`src/rtl/dshot_arm_controller.sv`:
```
// Turns the decoded DShot frame stream into a safe motor command: arming,
// link-loss/CRC failsafe, the settings-command repeat rule and beep/direction strobes.
module dshot_arm_controller #(
    parameter int ARM_FRAMES     = 10,
    parameter int TIMEOUT_CYCLES = 1600000,
    parameter int CMD_REPEAT     = 6,
    parameter int MAX_CRC_ERRORS = 4
) (
    input  logic        clk,
    input  logic        reset_n,
    input  logic        frame_valid,
    input  logic [10:0] set_speed,
    input  logic [5:0]  special_command,
    input  logic        is_special_command,
    input  logic        crc_valid,
    input  logic        telemetry_bit,
    output logic [10:0] throttle_out,
    output logic        throttle_update,
    output logic        armed,
    output logic        failsafe,
    output logic        cmd_strobe,
    output logic [5:0]  cmd_code,
    output logic        motor_reversed,
    output logic        telemetry_req,
    output logic [7:0]  crc_err_count
);

    localparam logic [1:0] S_DISARMED = 2'd0;
    localparam logic [1:0] S_ARMING   = 2'd1;
    localparam logic [1:0] S_ARMED    = 2'd2;
    localparam logic [1:0] S_FAILSAFE = 2'd3;

    localparam int AW = $clog2(ARM_FRAMES + 1);
    localparam int TW = $clog2(TIMEOUT_CYCLES + 1);
    localparam int RW = $clog2(CMD_REPEAT + 1);
    localparam logic [TW-1:0] TO_LAST = TW'(TIMEOUT_CYCLES - 1);
    localparam logic [10:0]   THR_MAX = 11'd1999;

    logic [1:0]    state_q, state_d;
    logic [AW-1:0] arm_cnt_q, arm_cnt_d;
    logic [7:0]    err_q, err_d, err_inc;
    logic [TW-1:0] to_q, to_d;
    logic [5:0]    rep_code_q, rep_code_d;
    logic [RW-1:0] rep_cnt_q, rep_cnt_d, rep_next;
    logic [10:0]   thr_q, thr_d;
    logic          upd_q, upd_d;
    logic          stb_q, stb_d;
    logic [5:0]    code_q, code_d;
    logic          rev_q, rev_d;
    logic          tlm_q, tlm_d;
    logic [7:0]    crc_cnt_q, crc_cnt_d;

    logic good, bad, is_stop, is_thr, live, dir_code, beep_code;

    assign good      = frame_valid && crc_valid;
    assign bad       = frame_valid && !crc_valid;
    assign is_stop   = good && is_special_command && (special_command == 6'd0);
    assign is_thr    = good && !is_special_command;
    assign live      = (state_q == S_ARMING) || (state_q == S_ARMED);
    assign dir_code  = (special_command == 6'd7) || (special_command == 6'd8) ||
                       (special_command == 6'd20) || (special_command == 6'd21);
    assign beep_code = (special_command >= 6'd1) && (special_command <= 6'd5);

    always_comb begin
        state_d    = state_q;
        arm_cnt_d  = arm_cnt_q;
        err_d      = err_q;
        to_d       = to_q;
        rep_code_d = rep_code_q;
        rep_cnt_d  = rep_cnt_q;
        rep_next   = rep_cnt_q;
        thr_d      = thr_q;
        upd_d      = 1'b0;
        stb_d      = 1'b0;
        code_d     = code_q;
        rev_d      = rev_q;
        tlm_d      = 1'b0;
        crc_cnt_d  = crc_cnt_q;
        err_inc    = (err_q == 8'hFF) ? err_q : err_q + 8'd1;

        if (bad) begin
            err_d     = err_inc;
            crc_cnt_d = (crc_cnt_q == 8'hFF) ? crc_cnt_q : crc_cnt_q + 8'd1;
            rep_cnt_d = '0;
        end
        if (good) begin
            err_d = '0;
            tlm_d = telemetry_bit;
        end

        if (live) begin
            if (good)
                to_d = '0;
            else if (to_q != TO_LAST)
                to_d = to_q + TW'(1);
        end else begin
            to_d = '0;
        end

        // Direction/settings commands fire only after CMD_REPEAT identical frames;
        // the count clears on firing even when the command is dropped.
        if (good && is_special_command) begin
            if (dir_code) begin
                rep_next   = (special_command == rep_code_q && rep_cnt_q != '0) ?
                             rep_cnt_q + RW'(1) : RW'(1);
                rep_code_d = special_command;
                if (rep_next == RW'(CMD_REPEAT)) begin
                    rep_cnt_d = '0;
                    if (state_q != S_FAILSAFE && thr_q == 11'd0) begin
                        stb_d  = 1'b1;
                        code_d = special_command;
                        rev_d  = (special_command == 6'd7) || (special_command == 6'd21);
                    end
                end else begin
                    rep_cnt_d = rep_next;
                end
            end else begin
                rep_cnt_d = '0;
                if (beep_code && state_q != S_FAILSAFE &&
                    (thr_q == 11'd0 || state_q == S_DISARMED)) begin
                    stb_d  = 1'b1;
                    code_d = special_command;
                end
            end
        end else if (good) begin
            rep_cnt_d = '0;
        end

        case (state_q)
            S_DISARMED: begin
                thr_d = 11'd0;
                if (is_stop) begin
                    state_d   = S_ARMING;
                    arm_cnt_d = AW'(1);
                end
            end
            S_ARMING: begin
                if (is_stop) begin
                    if (arm_cnt_q + AW'(1) == AW'(ARM_FRAMES)) begin
                        state_d   = S_ARMED;
                        arm_cnt_d = '0;
                        thr_d     = 11'd0;
                        upd_d     = 1'b1;
                    end else begin
                        arm_cnt_d = arm_cnt_q + AW'(1);
                    end
                end else if (good) begin
                    state_d   = S_DISARMED;
                    arm_cnt_d = '0;
                end
            end
            S_ARMED: begin
                if (is_thr) begin
                    thr_d = (set_speed > THR_MAX) ? THR_MAX : set_speed;
                    upd_d = 1'b1;
                end else if (is_stop) begin
                    thr_d = 11'd0;
                    upd_d = 1'b1;
                end
            end
            default: begin
                if (is_stop) begin
                    state_d   = S_ARMING;
                    arm_cnt_d = AW'(1);
                end
            end
        endcase

        // A good frame in the expiry cycle wins over the timeout.
        if (live && ((bad && err_inc >= 8'(MAX_CRC_ERRORS)) || (!good && to_q == TO_LAST))) begin
            state_d   = S_FAILSAFE;
            arm_cnt_d = '0;
            to_d      = '0;
            thr_d     = 11'd0;
            upd_d     = 1'b1;
        end
    end

    always_ff @(posedge clk) begin
        if (!reset_n) begin
            state_q    <= S_DISARMED;
            arm_cnt_q  <= '0;
            err_q      <= '0;
            to_q       <= '0;
            rep_code_q <= '0;
            rep_cnt_q  <= '0;
            thr_q      <= '0;
            upd_q      <= 1'b0;
            stb_q      <= 1'b0;
            code_q     <= '0;
            rev_q      <= 1'b0;
            tlm_q      <= 1'b0;
            crc_cnt_q  <= '0;
        end else begin
            state_q    <= state_d;
            arm_cnt_q  <= arm_cnt_d;
            err_q      <= err_d;
            to_q       <= to_d;
            rep_code_q <= rep_code_d;
            rep_cnt_q  <= rep_cnt_d;
            thr_q      <= thr_d;
            upd_q      <= upd_d;
            stb_q      <= stb_d;
            code_q     <= code_d;
            rev_q      <= rev_d;
            tlm_q      <= tlm_d;
            crc_cnt_q  <= crc_cnt_d;
        end
    end

    assign throttle_out    = thr_q;
    assign throttle_update = upd_q;
    assign armed           = (state_q == S_ARMED);
    assign failsafe        = (state_q == S_FAILSAFE);
    assign cmd_strobe      = stb_q;
    assign cmd_code        = code_q;
    assign motor_reversed  = rev_q;
    assign telemetry_req   = tlm_q;
    assign crc_err_count   = crc_cnt_q;

endmodule

```
`config.mk`:
```
export PLATFORM = sky130hd
export DESIGN_NAME = dshot_arm_controller
export DESIGN_NICKNAME = d
export VERILOG_FILES = /design/src/rtl/dshot_arm_controller.sv
export SDC_FILE = /design/constraint.sdc
export NUM_CORES = 1
export LEC_CHECK = 0
export ABC_AREA = 1
export BUFFER_PORTS_ARGS = -buffer_cell sky130_fd_sc_hd__buf_2
export CORE_UTILIZATION = 40
export CTS_CLUSTER_DIAMETER = 30
export DETAILED_ROUTE_END_ITERATION = 7
export SLEW_MARGIN = 10
export SYNTH_ARGS = -nofsm -noshare
export SYNTH_HDL_FRONTEND = slang
export SYNTH_SLANG_ARGS = --single-unit
```
`constraint.sdc`:
```
create_clock -name clk -period 1.55 [get_ports clk]
set_input_delay 0.31 -clock clk [delete_from_list [all_inputs] [get_ports clk]]
set_output_delay 0.31 -clock clk [all_outputs]
set_load 0.02 [all_outputs]
```
# Yosys cells after proc, flatten, opt, wreduce, memory -nomap -nowiden
# Cells that the tools add are included.
# word_totals
register_bits	73
input_bits	23
out_inout_bits	31
# classes
n_reduce_logical	46
eq_ne	22
order_cmp	4
add_sub_neg	5
muxes	38
bitwise_logic	4
# op_table
cell	count
11-bit two-way mux	5
11-bit case mux with 3 select lines	1
6-bit two-way mux	4
21-bit by 1-bit adder with 21-bit output (second input constant)	1
21-bit equality test (second input constant)	1
21-bit inequality test (second input constant)	1
3-bit two-way mux	6
8-bit by 1-bit adder with 8-bit output (second input constant)	2
8-bit equality test (second input constant)	2
4-bit two-way mux	4
4-bit AND reduction	4
3-bit nonzero test	5
1-bit logical AND	13
6-bit by 5-bit equality test with 1-bit output (second input constant)	2
11-bit greater-than comparator (second input constant)	1
11-bit zero test	1
2-bit two-way mux	5
1-bit two-way mux	9
8-bit by 3-bit >= comparator with 1-bit output (second input constant)	1
8-bit two-way mux	1
2-bit by 1-bit inequality test with 1-bit output (second input constant)	4
4-bit case mux with 2 select lines	1
2-bit AND reduction	4
1-bit logical OR	7
other kinds (24)	34

# Longest topological paths before layout
# logic_depth
word_depth	8
ltp_mapped	15
mapped_depth_nobuf	14

# Worst setup path before layout
# OpenSTA, ideal clock, no wires.
# synth_path
kind	flip-flop to flip-flop
from	reg to_q[0]
to	reg arm_cnt_q[0]
path_buffers	1
slack_ns	-0.114
stages_incl_launch_ff	12
synth_period_minus_slack_ns	1.664
setup_time_ns	0.119
t_arrival_ns	1.546
cell_sequence	dfxtp_1 -> ha_1 -> nand2_1 -> nor2_1 -> nand2_1 -> inv_1 -> nand3_1 -> nand2_2 -> nand2_4 -> nand2_4 -> buf_8 -> nor2_2
# synth_between
elab_chain_cells	5
# synth_rtl
item	line_no	rtl
start: declaration	42	logic [TW-1:0] to_q, to_d;
start signal: assignment	198	to_q <= to_d;
21-bit equality test	170	if (live && ((bad && err_inc >= 8'(MAX_CRC_ERRORS)) || (!good && to_q == TO_LAST))) begin
1-bit logical AND	170	
1-bit logical OR	170	
1-bit logical AND	170	
2-bit OR reduction (no source line)	-	
end signal: assignment	196	arm_cnt_q <= arm_cnt_d;
end: declaration	40	logic [AW-1:0] arm_cnt_q, arm_cnt_d;
# Every way passes these cells.
# A chain may end at the register's enable or synchronous reset.

# Worst setup path after layout
# layout_path
from	reg err_q[0]
to	reg to_q[11]
# layout_between
elab_chain_cells	7
# layout_rtl
item	line_no	rtl
start: declaration	41	logic [7:0] err_q, err_d, err_inc;
start signal: assignment	197	err_q <= err_d;
8-bit by 1-bit adder with 8-bit output / 8-bit equality test (equally long branches)	79	err_inc = (err_q == 8'hFF) ? err_q : err_q + 8'd1;
8-bit two-way mux *	79	
8-bit by 3-bit >= comparator with 1-bit output *	170	
1-bit logical AND *	170	
1-bit logical OR *	170	
1-bit logical AND *	170	
4-bit OR reduction (no source line) *	-	
# Mark *: on every way between the ends. The rest lies on a longest branch, timed or not.

==> impl_summary.log <==
[metrics] outcome: finished, violations left
[metrics] violations in the final reports: setup timing
[metrics] Worst VDD drop: 0.000374 V
[metrics] max_cap viols: 0
[metrics] final std cells w/o fill: 903
[metrics] row count: 36
[metrics] worst path arrival time: 2.08 ns
[metrics] relative max-transition margin: 0.679
[metrics] final setup margin: -0.223 ns
[metrics] CTS clock-pin slew for the worst setup and hold paths: 0.08 ns
[metrics] number of buffers added to fix hold violations after cts: 0
[metrics] average detailed-routed wire length per instance: 12.0 µm
[metrics] transition time at the pin with the least slew margin: 0.477 ns
[metrics] netlist area before placement: 4110 µm²
[metrics] post-synthesis cell type with the largest combined area: dfxtp_1
[metrics] required time at the worst-slack endpoint: 1.86 ns
[metrics] Area contributors post-synth: dfxtp_1 (36%), nand2_1 (12%), inv_1 (9.7%), nor2_1 (6.5%), nand3_1 (4.4%)
[metrics] sequential fraction of design power: 0.529
[metrics] setup clock skew after layout: 0.00869 ns
[metrics] via count of the first global-routing pass: 3882
[metrics] ratio of cells with drive above 1 in the final layout: 0.371
[metrics] share of the synthesized area in the top cell type: 0.355
[metrics] via count: 4310
[metrics] CTS sink cnt: 73
[metrics] TritonCTS clock tree: built
[metrics] capturing element type of the critical path: flop
[metrics] initial antenna violation count: 0
[metrics] combinational family with the most area after synthesis: simple AND/OR/NAND/NOR gates
[metrics] core area: 9860 µm²
[metrics] Layout Area Growth over Synthesis: 43.8%
[metrics] part of the power in combinational logic: 0.102
[metrics] total global-route track usage: 0.207
[metrics] static leakage: 0.00271 µW
[metrics] final count of pins violating max slew: 0
[metrics] # placed instances: 883
[metrics] net switching power: 938 µW
[metrics] Post-Synthesis Mean Instance Area: 6.70 µm²
[metrics] RSZ-0062 raised after global routing: yes
[metrics] Synth Area in XOR/XNOR: 0.0405
[metrics] number of iterations in the first detailed-routing pass: 4
[metrics] clock share of power: 0.369
[metrics] top-level I/O count: 54
[metrics] final period utilization: 1.14
[metrics] root buf cell: clkbuf_8
[metrics] portion of netlist area occupied by mux cells: 0
[metrics] path class of the lowest-slack min-delay path: in2reg
[metrics] PD cells: 613 nW/µm²
[metrics] starting DRC count in detailed routing: 100
[metrics] routability congestion estimate from global placement: 0.915
[metrics] antenna violation net count after detailed routing: 0
[metrics] category of the most critical setup path: reg2reg
[metrics] die extent in y: 103 µm
[metrics] ANT cells: 0
[metrics] number of clock buffers inserted by TritonCTS: 9
[metrics] largest driver fanout on the critical path: 5
[metrics] post-route minimum period: 1.77 ns
[metrics] Syn Nets: 648
[metrics] library cells used by synthesis: 38
[metrics] final hold violation count: 0
[metrics] share of the core filled with cells in the final layout: 0.599
[metrics] number of buffers on the longest clock path: 2
[metrics] synth warn: 0
[metrics] pin count of the biggest net entering global routing: 23
[metrics] startpoint class of the critical path: flop
[metrics] Layout Nets: 803
[metrics] die extent in x: 103 µm
[metrics] Synth Area in Simple Gates: 0.362
[metrics] total internal power: 2690 µW
[metrics] Starting Density: 0.417
[metrics] ratio of routed vias to standard cells: 4.77
[metrics] Synth Area in Adders: 0.0335
[metrics] clock latency reported for the late side of the worst-skew pair: 0.37 ns
[metrics] sequential-to-total area share from yosys stat: 0.355
[metrics] final-report setup violation count: 45
[metrics] Sw Share: 0.259
[metrics] global route total overflow: 0
[metrics] HPWL Detailed: 7580 µm
[metrics] gate count after technology mapping: 614
[metrics] post-detailed-routing wire length: 10900 µm
[metrics] number of storage elements in the synthesis netlist: 73
[metrics] # DRC: 0
[metrics] Die ar.: 10700 µm²
[metrics] highest attainable clock frequency: 0.564 GHz
[metrics] post-synthesis compound-gate area fraction: 0.0916
[metrics] maximum level of the CTS H-tree: 3
[metrics] number of I/O port buffers: 53
[metrics] first-pass GRT wire length: 17100 µm
layout make-up:
cell class	count	area, µm²
inverters	112	423
flip-flops and latches	73	1480
fillers	925	3950
repair buffers	153	1100
clock inverters	1	5.00
clock buffers	11	151
well taps	133	166
multi-input cells	420	2590
power by group through the flow:
stage / clock network, µW / logic (µW) / registers, µW
6_report: 1340 / 369 / 1920
5_1_grt: 1430 / 413 / 1920
4_1_cts: 1370 / 350 / 1920
3_5_place_dp: 0 / 332 / 1960
3_3_place_gp: 0 / 327 / 1960
2_1_floorplan: 0 / 164 / 1970
repair_timing:
action / in CTS / in global routing
cloned: 1 / 3
buffers inserted: 4 / 2
endpoints found under the setup margin: 50 / 59
pin swaps: 12 / 41
gates resized for setup: 28 / 78
synthesized netlist by cell type:
library cell and number:
nand2_1 133, inv_1 106, dfxtp_1 73, nor2_1 71, nand3_1 36, o21ai_0 33, nand4_1 20, a21oi_1 19
nor3_1 17, nor2_2 15, xor2_1 14, ha_1 11, o21ai_1 8, nand2_2 6, buf_2 5, inv_2 5
xnor2_1 5, nand3_2 4, nor2_4 4, nor4_1 4, o211ai_1 4, nor3b_1 3, clkbuf_1 2, nand2_4 2
a211oi_1 1, a21oi_4 1, a31oi_1 1, and3_1 1, buf_1 1, buf_4 1, buf_8 1, clkinv_1 1
nand3b_1 1, nand3b_2 1, nand4_2 1, nor3_2 1, o2111ai_1 1, o21bai_1 1
cells in the final DEF, fill, tap and decap left out, types with 2 or more instances in the layout:
master,instances
nand2_1,121
inv_1,98
buf_4,92
dfxtp_1,61
buf_2,52
nor2_1,42
o21ai_0,32
nand3_1,31
nor2_2,26
nor2_4,22
nand4_1,20
a21oi_1,17
nand2_2,14
nor3_1,14
xor2_1,13
inv_2,12
clkbuf_8,11
dfxtp_2,11
o21ai_1,8
nand2_4,5
nand3_2,5
ha_4,5
ha_1,5
buf_6,5
nand3_4,4
nor3_2,4
nor4_1,4
xnor2_1,4
o211ai_1,4
nor3b_1,3
a21oi_2,2
nand2_8,2
clkbuf_16,2
buf_12,2
registers in the layout, indices dropped and copies added (netlist names), 2 cells and up:
name,count
state_q,2
rep_code_q,6
rep_cnt_q,3
to_q,21
cmd_code,6
crc_err_count,8
throttle_out,11
err_q,8
arm_cnt_q,4
stage by stage:
step / cell area (µm²) / total power (µW) / hold WS, ns / worst slack (ns) / setup TNS (ns)
6_report: 5910 / 3630 / 0.161 / -0.223 / -6.68
5_1_grt: 5910 / 3770 / 0.169 / -0.362 / -13.69
4_1_cts: 5580 / 3640 / 0.159 / -0.0968 / -3.11
3_5_place_dp: 5270 / 2290 / 0.457 / -0.187 / -5.52
3_3_place_gp: 5270 / 2290 / 0.426 / -0.149 / -4.14
2_1_floorplan: 4180 / 2140 / 0.433 / -0.0201 / -0.195
path summary, 6_finish.rpt:
check | start | cells after the start | endpoint | slack [ns]
max reg2reg | err_q[0]$_SDFFE_PP0P_ | 14 | to_q[11]$_SDFFE_PP0P_ | -0.22
min | telemetry_bit | 3 | telemetry_req$_SDFF_PN0_ | 0.16
min reg2reg | cmd_code[5]$_SDFFE_PN0P_ | 2 | cmd_code[5]$_SDFFE_PN0P_ | 0.46
max | err_q[0]$_SDFFE_PP0P_ | 14 | to_q[11]$_SDFFE_PP0P_ | -0.22
metal layers:
metal | part of all wire | track usage | vias to the layer above
li1 | - | - | 2255
met4 | 0.013 | 0.0888 | 0
met1 | 0.46 | 0.259 | 1971
met2 | 0.49 | 0.342 | 71
met3 | 0.042 | 0.0444 | 13
met5 | 0 | 0 | -
critical path: stages, from the launching register on:
cell,delay [ns]
dfxtp_2,0.34
ha_4,0.17
nand2_4,0.09
inv_2,0.05
nor2_1,0.09
nand3_1,0.08
nand2_2,0.09
nand2_2,0.06
nor2_2,0.09
nand2_1,0.07
nand2_2,0.09
nand4_1,0.11
buf_6,0.17
clkbuf_16,0.17
nor2_4,0.07
cell families (layout without fill, tap and decap cells):
kind of cell,after synthesis,after routing
AOI/OAI and AO/OA,69,69
and+or+nand+nor,320,321
xor gates and xnor gates,19,19
adders and majority gates,11,11
DFF,73,73
buffers and inverters,122,277
Note: power is estimated with default switching activity, not from simulation.
